<file path="config.mk">
export PLATFORM = sky130hd
export DESIGN_NAME = rr_arb21
export DESIGN_NICKNAME = d
export VERILOG_FILES = /design/src/rtl/rr_arb21_pkg.sv /design/src/rtl/rr_arb21_mux21.sv /design/src/rtl/rr_arb21.sv
export SDC_FILE = /design/constraint.sdc
export NUM_CORES = 1
export LEC_CHECK = 0
export ABC_CLOCK_PERIOD_IN_PS = 1200
export CAP_MARGIN = 20
export CORE_AREA = 2 2 39 41
export DETAILED_ROUTE_END_ITERATION = 7
export DIE_AREA = 0 0 41 43
export PLACE_DENSITY = 0.75
export SETUP_SLACK_MARGIN = 0.1
export SLEW_MARGIN = 40
export SYNTH_ARGS = -nofsm -noshare
export SYNTH_HDL_FRONTEND = slang
export SYNTH_SLANG_ARGS = --single-unit
export TNS_END_PERCENT = 5
</file>
<file path="constraint.sdc">
create_clock -name clk -period 1.2 [get_ports clk]
set_input_delay 0.24 -clock clk [delete_from_list [all_inputs] [get_ports clk]]
set_output_delay 0.24 -clock clk [all_outputs]
set_load 0.01 [all_outputs]
</file>
<file path="src/rtl/rr_arb21_pkg.sv">
// rr_arb21_pkg: shared arbiter state encoding and mux select values.
//   ST_IDLE / ST_GRANT_A / ST_GRANT_B : arbiter FSM states
//   SEL_A / SEL_B                      : mux select values (0 = a, 1 = b)
package rr_arb21_pkg;
   typedef enum logic [1:0] {
      ST_IDLE    = 2'd0,
      ST_GRANT_A = 2'd1,
      ST_GRANT_B = 2'd2
   } state_t;
   localparam logic SEL_A = 1'b0;
   localparam logic SEL_B = 1'b1;
endpackage

</file>
<file path="src/rtl/rr_arb21_mux21.sv">
// mux21: combinational 2:1 data select shared by the arbiter.
//   a, b : WIDTH-bit data inputs
//   sel  : SEL_A picks a, SEL_B picks b
//   y    : selected word
import rr_arb21_pkg::*;
module mux21 #(
   parameter int WIDTH = 4
) (
   input  logic [WIDTH-1:0] a,
   input  logic [WIDTH-1:0] b,
   input  logic             sel,
   output logic [WIDTH-1:0] y
);
   assign y = (sel == SEL_B) ? b : a;
endmodule

</file>
<file path="src/rtl/rr_arb21.sv">
// rr_arb21: two-requester round-robin arbiter owning a shared 2:1 mux, with a registered output.
//   clk, rst               : clock, synchronous active-high reset
//   req_a, a, last_a       : source A request, data, final-word flag
//   req_b, b, last_b       : source B request, data, final-word flag
//   gnt_a, gnt_b           : registered one-hot grants
//   sel                    : mux select (equals gnt_b)
//   y, y_valid             : registered transferred word and its strobe
// Optional feature: define ARB_TIMEOUT_EN to force a handover after MAX_HOLD transfers
// when the other source is waiting.
import rr_arb21_pkg::*;
module rr_arb21 #(
   parameter int WIDTH    = 4,
   parameter int MAX_HOLD = 8
) (
   input  logic             clk,
   input  logic             rst,
   input  logic             req_a,
   input  logic [WIDTH-1:0] a,
   input  logic             last_a,
   input  logic             req_b,
   input  logic [WIDTH-1:0] b,
   input  logic             last_b,
   output logic             gnt_a,
   output logic             gnt_b,
   output logic             sel,
   output logic [WIDTH-1:0] y,
   output logic             y_valid
);
   state_t           state_q, state_d;
   logic             lw_q, lw_d;
   logic [WIDTH-1:0] y_q, y_d, mux_y;
   logic             yv_q, yv_d;
   logic             in_a, in_b, xfer, other, last_x, hold_hit, rel, entry;

   assign in_a   = state_q == ST_GRANT_A;
   assign in_b   = state_q == ST_GRANT_B;
   assign gnt_a  = in_a;
   assign gnt_b  = in_b;
   assign sel    = in_b ? SEL_B : SEL_A;
   assign y      = y_q;
   assign y_valid = yv_q;

   mux21 #(.WIDTH(WIDTH)) u_mux (.a(a), .b(b), .sel(sel), .y(mux_y));

   // A transfer is any granted cycle with the owner still requesting; a drop is an abort.
   assign xfer   = (in_a & req_a) | (in_b & req_b);
   assign other  = in_a ? req_b : req_a;
   assign last_x = in_a ? last_a : last_b;
   assign rel    = ~xfer | last_x | hold_hit;

   always_comb begin
      state_d = state_q;
      if (state_q == ST_IDLE)
         state_d = (req_a & (~req_b | lw_q == SEL_B)) ? ST_GRANT_A : req_b ? ST_GRANT_B : ST_IDLE;
      else if (rel)
         state_d = ~other ? ST_IDLE : in_a ? ST_GRANT_B : ST_GRANT_A;
   end

   // Grant entry covers both IDLE->GRANT and direct handovers between sources.
   assign entry = (state_d != state_q) && (state_d != ST_IDLE);
   assign lw_d  = entry ? (state_d == ST_GRANT_B ? SEL_B : SEL_A) : lw_q;
   assign y_d   = xfer ? mux_y : y_q;
   assign yv_d  = xfer;

`ifdef ARB_TIMEOUT_EN
   localparam int              HOLD_W    = $clog2(MAX_HOLD) + 1;
   localparam logic [HOLD_W-1:0] HOLD_MAX  = HOLD_W'(MAX_HOLD);
   localparam logic [HOLD_W-1:0] HOLD_LAST = HOLD_W'(MAX_HOLD - 1);
   logic [HOLD_W-1:0] cnt_q, cnt_d;
   // Saturating at MAX_HOLD keeps the preempt condition true once the limit has been reached.
   assign cnt_d    = entry ? '0 : (xfer && cnt_q != HOLD_MAX) ? cnt_q + 1'b1 : cnt_q;
   assign hold_hit = xfer & other & (cnt_q >= HOLD_LAST);
   always_ff @(posedge clk) begin
      if (rst) cnt_q <= '0;
      else cnt_q <= cnt_d;
   end
`else
   logic unused_hold;
   assign unused_hold = MAX_HOLD > 0;
   assign hold_hit    = 1'b0;
`endif

   always_ff @(posedge clk) begin
      if (rst) begin
         state_q <= ST_IDLE;
         lw_q    <= SEL_B;
         y_q     <= '0;
         yv_q    <= 1'b0;
      end else begin
         state_q <= state_d;
         lw_q    <= lw_d;
         y_q     <= y_d;
         yv_q    <= yv_d;
      end
   end
endmodule

</file>
==> out/qor.csv, run 1 <==
stage,metric,value,unit
finish,nets,93,
synthesis,count of cell types in the netlist,22,
routing,1st-iter DRT viols,4,
floorplanning,Die H,43,um
critical_path,CP Launch Point,state_q[0],
critical_path,reg2reg path depth,4,
power,leakage,0.368,nW
timing,Pins Over Slew Limit,0,
hold_path,Hold Path Cell Cnt,4,
critical_path,CP Launch Type,flop,
synthesis,syn_area_per_cell,9.93,sq um
synthesis,warnings from Yosys,0,
clock_network,Longest Clk Path Bufs,2,
floorplanning,# IOs,22,
routing,Residual DRC,0,
finish,layout cells sized above 1,0.390,
routing,final WL,1200,um
clock_network,H-tree lvl count,1,
timing,setup TNS,0,ns
global_routing,initial antenna violation count,0,
timing,max_slew headroom,0.782,
critical_path,worst path required time,1.33,ns
synthesis,synthesized flop and latch total,8,
floorplanning,die area,1760,sq um
critical_path,worst-path fanout max,8,
critical_path,Buf/Inv on CP,1,
floorplanning,Std-Cell Rows,14,
timing,"Hold Vio Cnt, Final",0,
finish,antenna diode count,0,
clock_network,Worst-Skew Late Latency,0.25,ns
critical_path,critical path's top delay family,compound AO/OA/AOI/OAI gates,
floorplanning,die width,41,um
clock_network,CTS tree,yes,
finish,"commonest non-fill, non-tap cell in the layout",clkdlybuf4s50_1,
floorplanning,effective utilization at floorplan,0.344,
timing,RSZ-0062 raised after global routing,true,
critical_path,FF-to-FF Start,state_q[0],
finish,Area Overhead vs Synth,61.7,%
global_routing,total gr overflow,0,
place,Post-DP Area,739,sq um
finish,Final Cell Area,771,sq um
global_routing,global-route wire length before repair,1840,um
finish,FILL cells,146,
routing,DRT Pass-1 Iters,3,
routing,via count,480,
clock_network,"Clk pin slew, worst setup/hold paths",0.05,ns
critical_path,Worst Setup End Kind,flop,
timing,final period utilization,0.945,
place,port bufs,21,
flow_run,Max-Cap Viols,0,
global_routing,Global Route Usage Sum,0.153,
clock_network,Post-CTS Setup Bufs,0,
hold_path,Worst Hold Class,input pin to flop,
synthesis,post-synthesis sequential area ratio,0.336,
power,Cell Pwr Density,943,nW/um^2
timing,Clock Skew,0.00152,ns
timing,Tightest Pin Transition,0.328,ns
power,largest vdd supply drop,0.592,mV
place,dpl ws,-0.281,ns
critical_path,critical path class,flop to flop,
place,HPWL Detailed,945,um
floorplanning,Core ar.,1380,sq um
routing,antenna-violating nets left,0,
global_routing,pin count of the biggest net entering global routing,9,
critical_path,Slowest cell on crit path,a311o_1,
clock_network,Num CTS Buffers,3,
critical_path,R2R setup slack,0.07,ns
critical_path,R2R Path End,lw_q,
critical_path,max incr delay on CP,0.35,ns
critical_path,CP cell instances,buf_4 -> nand3b_1 -> a311o_1 -> o41a_1,
synthesis,synthesized cell area,477,sq um
place,gpl congestion,0.773,
timing,fmax,882,MHz
synthesis,syn_nets,62,
hold_path,Hold Path End,state_q[0],
routing,wire per inst,12.9,um
finish,most frequent cells in the layout,"10 x clkdlybuf4s50_1, 9 x buf_4, 7 x dlygate4sd2_1, 6 x dfxtp_1",
timing,endpoints failing setup,0,
synthesis,Synth Instances,48,
hold_path,hold path start,last_a,
outcome,status,finished clean,
clock_network,clock sink count,8,
timing,final worst slack,0.0665,ns
timing,"Min Clock Period, post-route",1.13,ns
clock_network,clock root buffer,clkbuf_4,
routing,DR vias/cell,5.16,
critical_path,worst path arrival time,1.27,ns
global_routing,vias in the first global route,470,
[layer usage]
metal | vias to the layer above | part of all wire | GRT usage
li1 | 235 | - | -
met5 | - | 0 | 0
met4 | 0 | 0.0083 | 0.0600
met1 | 222 | 0.35 | 0.151
met2 | 21 | 0.53 | 0.272
met3 | 2 | 0.11 | 0.0471
[layout make-up]
type	instances	area (sq um)	area share
multi-input cells	31	278	0.360
flip-flops and latches	8	165	0.214
well taps	16	20.0	0.0260
inverters	4	17.5	0.0227
clock buffers	3	22.5	0.0292
repair buffers	31	268	0.347
[synth_stat cells (all sizes together)]
master   count  area share
dfxtp        8        0.34
nor3         5       0.052
a211oi       4       0.063
buf          4       0.087
inv          4       0.031
mux2i        4       0.084
nand3b       3       0.047
a2111oi      2       0.089
and3b        2       0.037
nand2        2       0.016
nor2b        2       0.026
a21oi        1       0.010
a311o        1       0.021
and2         1       0.018
clkbuf       1      0.0079
nand2b       1       0.018
nor4         1       0.013
o22a         1       0.018
o41a         1       0.024
[tightest hold or removal path, delay by kind of cell]
family | cells | cell delay (ns)
AO/OA/AOI/OAI | 1 | 0.05
buffers and inverters | 3 | 0.32
[metrics by stage]
step	utilization	hold WS (ns)	power [mW]	instances
5_1_grt	0.557	0.414	0.764	93
4_1_cts	0.554	0.435	0.733	93
6_report	0.557	0.385	0.727	93
3_5_place_dp	0.534	0.588	0.538	90
3_3_place_gp	0.534	0.579	0.532	90
2_1_floorplan	-	0.329	0.428	48
[kinds of logic after synthesis]
family	share of synthesized area
and+or+nand+nor	0.228
AOI/OAI and AO/OA	0.226
muxes	0.0840
DFF	0.336
buffers and inverters	0.126
[repair_timing]
item,in CTS,in global routing
resized for setup,19,11
hold buffers,0,0
setup endpoints to repair,15,13
pin swaps,4,3
cloned,0,0
[worst max-delay path by stage]
stage	cells past startpoint	endpoint	slack, ns
2_1_floorplan	5	sel	0.10
3_3_place_gp	4	state_q[0]	-0.23
3_5_place_dp	4	lw_q	-0.28
4_1_cts	2	gnt_a	-0.08
5_1_grt	4	lw_q	0.02
6_report	4	lw_q	0.07
[sequential cells by signal, summed over array words and instances (netlist names)]
| name | count |
|---|---|
| y_valid | 1 |
| lw_q | 1 |
| state_q | 2 |
| y | 4 |
[power breakdown]
part / internal [mW] / switching [mW]
registers: 0.288 / 0.0167
clock network: 0.114 / 0.0878
logic: 0.129 / 0.0913
total: 0.531 / 0.196
(Power assumes the default switching activity.)
==> inputs of run 2 (changes only) <==
- CAP_MARGIN: 20 -> not set
- REMOVE_ABC_BUFFERS: not set -> 1
- TNS_END_PERCENT: 5 -> 50
==> out/qor.csv, run 2 (synthesis results as in run 1) <==
stage,metric,value,unit
critical_path,max incr delay on CP,0.43,ns
finish,nets,95,
place,Post-DP Area,744,sq um
clock_network,"Clk pin slew, worst setup/hold paths",0.05,ns
floorplanning,effective utilization at floorplan,0.344,
critical_path,CP Launch Point,last_a,
place,HPWL Detailed,925,um
critical_path,CP Launch Type,input pin,
finish,Final Cell Area,832,sq um
clock_network,Longest Clk Path Bufs,2,
timing,endpoints failing setup,0,
power,Cell Pwr Density,914,nW/um^2
clock_network,Worst-Skew Late Latency,0.25,ns
critical_path,Buf/Inv on CP,1,
critical_path,CP cell instances,clkdlybuf4s50_1 -> nand3b_1 -> a311o_1 -> o41a_1,
routing,wire per inst,12.2,um
critical_path,R2R setup slack,0.04,ns
finish,layout cells sized above 1,0.532,
critical_path,critical path's top delay family,compound AO/OA/AOI/OAI gates,
power,largest vdd supply drop,0.485,mV
critical_path,Slowest cell on crit path,clkdlybuf4s50_1,
floorplanning,Core ar.,1380,sq um
place,Placed Cells,91,
floorplanning,die area,1760,sq um
routing,1st-iter DRT viols,3,
outcome,status,finished clean,
floorplanning,Die H,43,um
global_routing,vias in the first global route,430,
critical_path,FF-to-FF Start,state_q[0],
hold_path,Hold Path Cell Cnt,3,
clock_network,CTS tree,yes,
timing,RSZ-0062 raised after global routing,true,
timing,"Min Clock Period, post-route",1.16,ns
clock_network,Num CTS Buffers,3,
power,Total Power,0.760,mW
timing,max_slew headroom,0.794,
global_routing,initial antenna violation count,0,
critical_path,Levels on crit path,4,
floorplanning,# IOs,22,
critical_path,critical path class,input pin to flop,
global_routing,global-route wire length before repair,1750,um
critical_path,Worst Setup EP,lw_q,
timing,Pins Over Slew Limit,0,
critical_path,worst path arrival time,1.30,ns
critical_path,worst-path fanout max,3,
critical_path,Worst Setup End Kind,flop,
timing,Clock Skew,0.00139,ns
finish,most frequent cells in the layout,"11 x clkdlybuf4s50_1, 11 x buf_4, 6 x dfxtp_1",
clock_network,clock sink count,8,
floorplanning,Std-Cell Rows,14,
routing,Residual DRC,0,
timing,Tightest Pin Transition,0.308,ns
place,gpl congestion,0.759,
floorplanning,die width,41,um
timing,final period utilization,0.967,
routing,DRT Pass-1 Iters,3,
routing,via count,457,
timing,setup TNS,0,ns
routing,DR vias/cell,4.81,
hold_path,Worst Hold Class,input pin to flop,
critical_path,reg2reg path depth,4,
critical_path,R2R Path End,y[2],
finish,Area Overhead vs Synth,74.5,%
flow_run,Max-Cap Viols,0,
clock_network,H-tree lvl count,1,
timing,fmax,862,MHz
finish,antenna diode count,0,
timing,hold_ws,0.322,ns
finish,"non-filler cells, final",95,
finish,Largest register FFs,4,
place,port bufs,21,
power,leakage,0.379,nW
global_routing,Global Route Usage Sum,0.152,
timing,"Hold Vio Cnt, Final",0,
routing,antenna-violating nets left,0,
clock_network,clock root buffer,clkbuf_4,
global_routing,total gr overflow,0,
global_routing,pin count of the biggest net entering global routing,9,
routing,final WL,1160,um
critical_path,worst path required time,1.34,ns
[run 2: timing repair]
action                                 in CTS  in global routing
pin swaps                                   5                  6
setup endpoints to repair                  15                 14
buffers inserted                            0                  1
resized for setup                          36                 16
hold buffers                                0                  0
endpoints found under the hold margin       0                  0
[run 2: worst min-delay path by stage]
stage          slack (ns)    endpoint  startpoint
6_report             0.32  state_q[1]       req_b
5_1_grt              0.32  state_q[1]       req_b
4_1_cts              0.50        lw_q       req_a
3_5_place_dp         0.59        y[0]        y[0]
3_3_place_gp         0.58        y[3]        y[3]
2_1_floorplan        0.31     y_valid         rst
[run 2: routing by layer]
metal  wire, um  track usage
met1        457        0.155
met2        516        0.244
met3        162       0.0681
met4         21       0.0800
met5          0            0
[run 2: through the flow]
step            util  setup slack (ns)
2_1_floorplan      -            0.0849
3_3_place_gp   0.538            -0.253
3_5_place_dp   0.538            -0.247
4_1_cts        0.584            0.0426
5_1_grt        0.601           -0.0316
6_report       0.601            0.0394
[run 2: where the power goes]
part / switching (mW) / internal (mW) / total, mW
Sequential: 0.0189 / 0.288 / 0.307
Combinational: 0.101 / 0.150 / 0.251
Clock: 0.0884 / 0.114 / 0.203
Total: 0.209 / 0.552 / 0.760
[run 2: area by class of cell]
cell class              instances  area [sq um]
clock buffers                   3          22.5
fillers                       113           552
inverters                       4          20.0
multi-input cells              31           317
flip-flops and latches          8           165
well taps                      16          20.0
repair buffers                 33           288
[run 2: tightest hold or removal path, delay by kind of cell]
family                 cells  cell delay (ns)
buffers and inverters      2             0.25
and+or+nand+nor            1             0.06
==> inputs of run 3 (changes only) <==
- ABC_AREA: not set -> 1
- PLACE_DENSITY: 0.75 -> 0.71
==> out/qor.csv, run 3 <==
stage,metric,value,unit
clock_network,H-tree lvl count,1,
critical_path,reg2reg path depth,11,
power,Cell Pwr Density,1050,nW/um^2
synthesis,Synth Instances,62,
routing,antenna-violating nets left,0,
critical_path,R2R setup slack,-0.04,ns
hold_path,Worst Hold Class,input pin to flop,
timing,Pins Over Slew Limit,0,
critical_path,FF-to-FF Start,state_q[1],
clock_network,CTS tree,yes,
flow_run,Max-Cap Viols,0,
outcome,violated checks,setup timing,
synthesis,share of the synthesized area in the top cell type,0.380,
place,gpl congestion,0.790,
outcome,status,finished with violations,
routing,DRT Pass-1 Iters,3,
critical_path,CP Launch Type,flop,
finish,antenna diode count,0,
timing,fmax,806,MHz
critical_path,max incr delay on CP,0.36,ns
clock_network,Num CTS Buffers,3,
timing,"Hold Vio Cnt, Final",0,
routing,Residual DRC,0,
floorplanning,die area,1760,sq um
routing,final WL,1190,um
synthesis,Async SR Flop Fraction,0,
clock_network,clock root buffer,clkbuf_4,
critical_path,CP cell instances,buf_4 -> nor2_4 -> buf_6,
finish,layout cells sized above 1,0.410,
finish,most frequent cells in the layout,"13 x nand2_1, 13 x buf_4, 11 x clkdlybuf4s50_1, 7 x inv_1, 6 x dfxtp_1",
timing,setup TNS,-0.117,ns
place,HPWL Detailed,889,um
finish,multi-input logic area,275,sq um
synthesis,Post-synth EDFFs,0,
synthesis,"Top FF cell, synth",dfxtp_1,
routing,wire per inst,10.2,um
clock_network,Worst-Skew Late Latency,0.25,ns
power,largest vdd supply drop,0.546,mV
clock_network,"Clk pin slew, worst setup/hold paths",0.06,ns
synthesis,synthesized cell area,422,sq um
critical_path,Slowest cell on crit path,dfxtp_4,
synthesis,cell with the most instances after synthesis,nand2_1,
global_routing,initial antenna violation count,0,
timing,max_slew headroom,0.877,
critical_path,worst-path fanout max,4,
global_routing,pin count of the biggest net entering global routing,7,
global_routing,global-route wire length before repair,1930,um
global_routing,vias in the first global route,508,
critical_path,Worst Setup End Kind,output port,
global_routing,Global Route Usage Sum,0.160,
critical_path,R2R Path End,lw_q,
clock_network,clock sink count,8,
synthesis,Synth area leaders,"dfxtp_1 38%, nand2_1 15%, inv_1 8.0%",
clock_network,Longest Clk Path Bufs,2,
critical_path,worst path arrival time,1.00,ns
timing,final period utilization,1.03,
floorplanning,Core ar.,1380,sq um
power,Total Power,0.903,mW
global_routing,total gr overflow,0,
finish,Largest register FFs,4,
finish,Sequential Area,165,sq um
floorplanning,effective utilization at floorplan,0.305,
synthesis,synthesized flop and latch total,8,
floorplanning,die width,41,um
hold_path,Hold Path End,y_valid,
synthesis,post-synthesis sequential area ratio,0.380,
routing,DR vias/cell,4.62,
critical_path,critical path class,flop to output port,
synthesis,"area leader, netlist",dfxtp_1,
timing,"Min Clock Period, post-route",1.24,ns
timing,final worst slack,-0.0412,ns
floorplanning,# IOs,22,
synthesis,warnings from Yosys,0,
timing,RSZ-0062 raised after global routing,true,
finish,Area Overhead vs Synth,103,%
timing,Clock Skew,0.00672,ns
place,port bufs,21,
hold_path,hold path start,req_a,
floorplanning,Die H,43,um
synthesis,syn_area_per_cell,6.80,sq um
hold_path,Hold Path Cell Cnt,3,
routing,1st-iter DRT viols,5,
finish,nets,116,
power,leakage,0.427,nW
routing,via count,536,
timing,endpoints failing setup,3,
timing,Tightest Pin Transition,0.184,ns
synthesis,synth cell count leaders,"17 x nand2_1, 9 x inv_1, 8 x dfxtp_1",
synthesis,count of cell types in the netlist,16,
finish,FILL cells,134,
floorplanning,Std-Cell Rows,14,
clock_network,CTS Hold Buffers Added,0,
critical_path,worst path required time,0.96,ns
-- run 3: power by group --
part | total, mW | switching (mW) | internal (mW) | leakage (nW)
logic | 0.380 | 0.178 | 0.202 | 0.347
clock network | 0.200 | 0.0855 | 0.114 | 0.0138
registers | 0.323 | 0.0219 | 0.301 | 0.0668
-- run 3: area by class of cell --
type | count | share of cell area
Inverter | 11 | 0.0540
Clock buffer | 3 | 0.0263
Tap cell | 16 | 0.0234
Multi-Input combinational cell | 42 | 0.321
Timing Repair Buffer | 36 | 0.382
Sequential cell | 8 | 0.193
-- run 3: how the worst max path moves through the flow --
stage               cells past startpoint  slack, ns     to        from
floorplan                               5      -0.12   y[0]  state_q[1]
global placement                       10      -0.28   lw_q       req_b
detailed placement                     10      -0.29   lw_q       req_b
CTS                                    11      -0.06   lw_q  state_q[0]
global route                           11      -0.11   lw_q  state_q[0]
finish                                  3      -0.04  gnt_b  state_q[0]
-- run 3: cell families after synthesis --
family | Yosys count | synth area share
buffers and inverters | 12 | 0.116
and+or+nand+nor | 30 | 0.350
AOI/OAI and AO/OA | 12 | 0.154
DFF | 8 | 0.380
-- run 3: repair_timing --
item | CTS | global route
setup buffers | 1 | 2
hold endpoints to repair | 0 | 0
pin swaps | 0 | 8
setup endpoints to repair | 15 | 14
gates resized for setup | 28 | 23
cloned | 0 | 0
-- run 3: critical path: cells and delay by family (launching register included) --
kind | cells | cell delay [ns]
buffers and inverters | 2 | 0.26
flip-flops | 1 | 0.36
AND/OR/NAND/NOR | 1 | 0.14
-- run 3: through the flow --
stage	instance area [sq um]	utilization	instances	worst slack [ns]	hold WS (ns)
after detailed placement	734	0.531	110	-0.288	0.540
final	857	0.619	116	-0.0412	0.345
after floorplan	414	-	61	-0.118	0.309
after CTS	779	0.563	114	-0.0569	0.550
after global routing	857	0.619	116	-0.110	0.360
after global placement	734	0.531	110	-0.281	0.525
-- run 3: routing by layer --
metal / wire length [um] / GRT usage
met1: 471 / 0.171
met2: 628 / 0.284
met3: 71 / 0.0314
met4: 14 / 0.0600
met5: 0 / 0
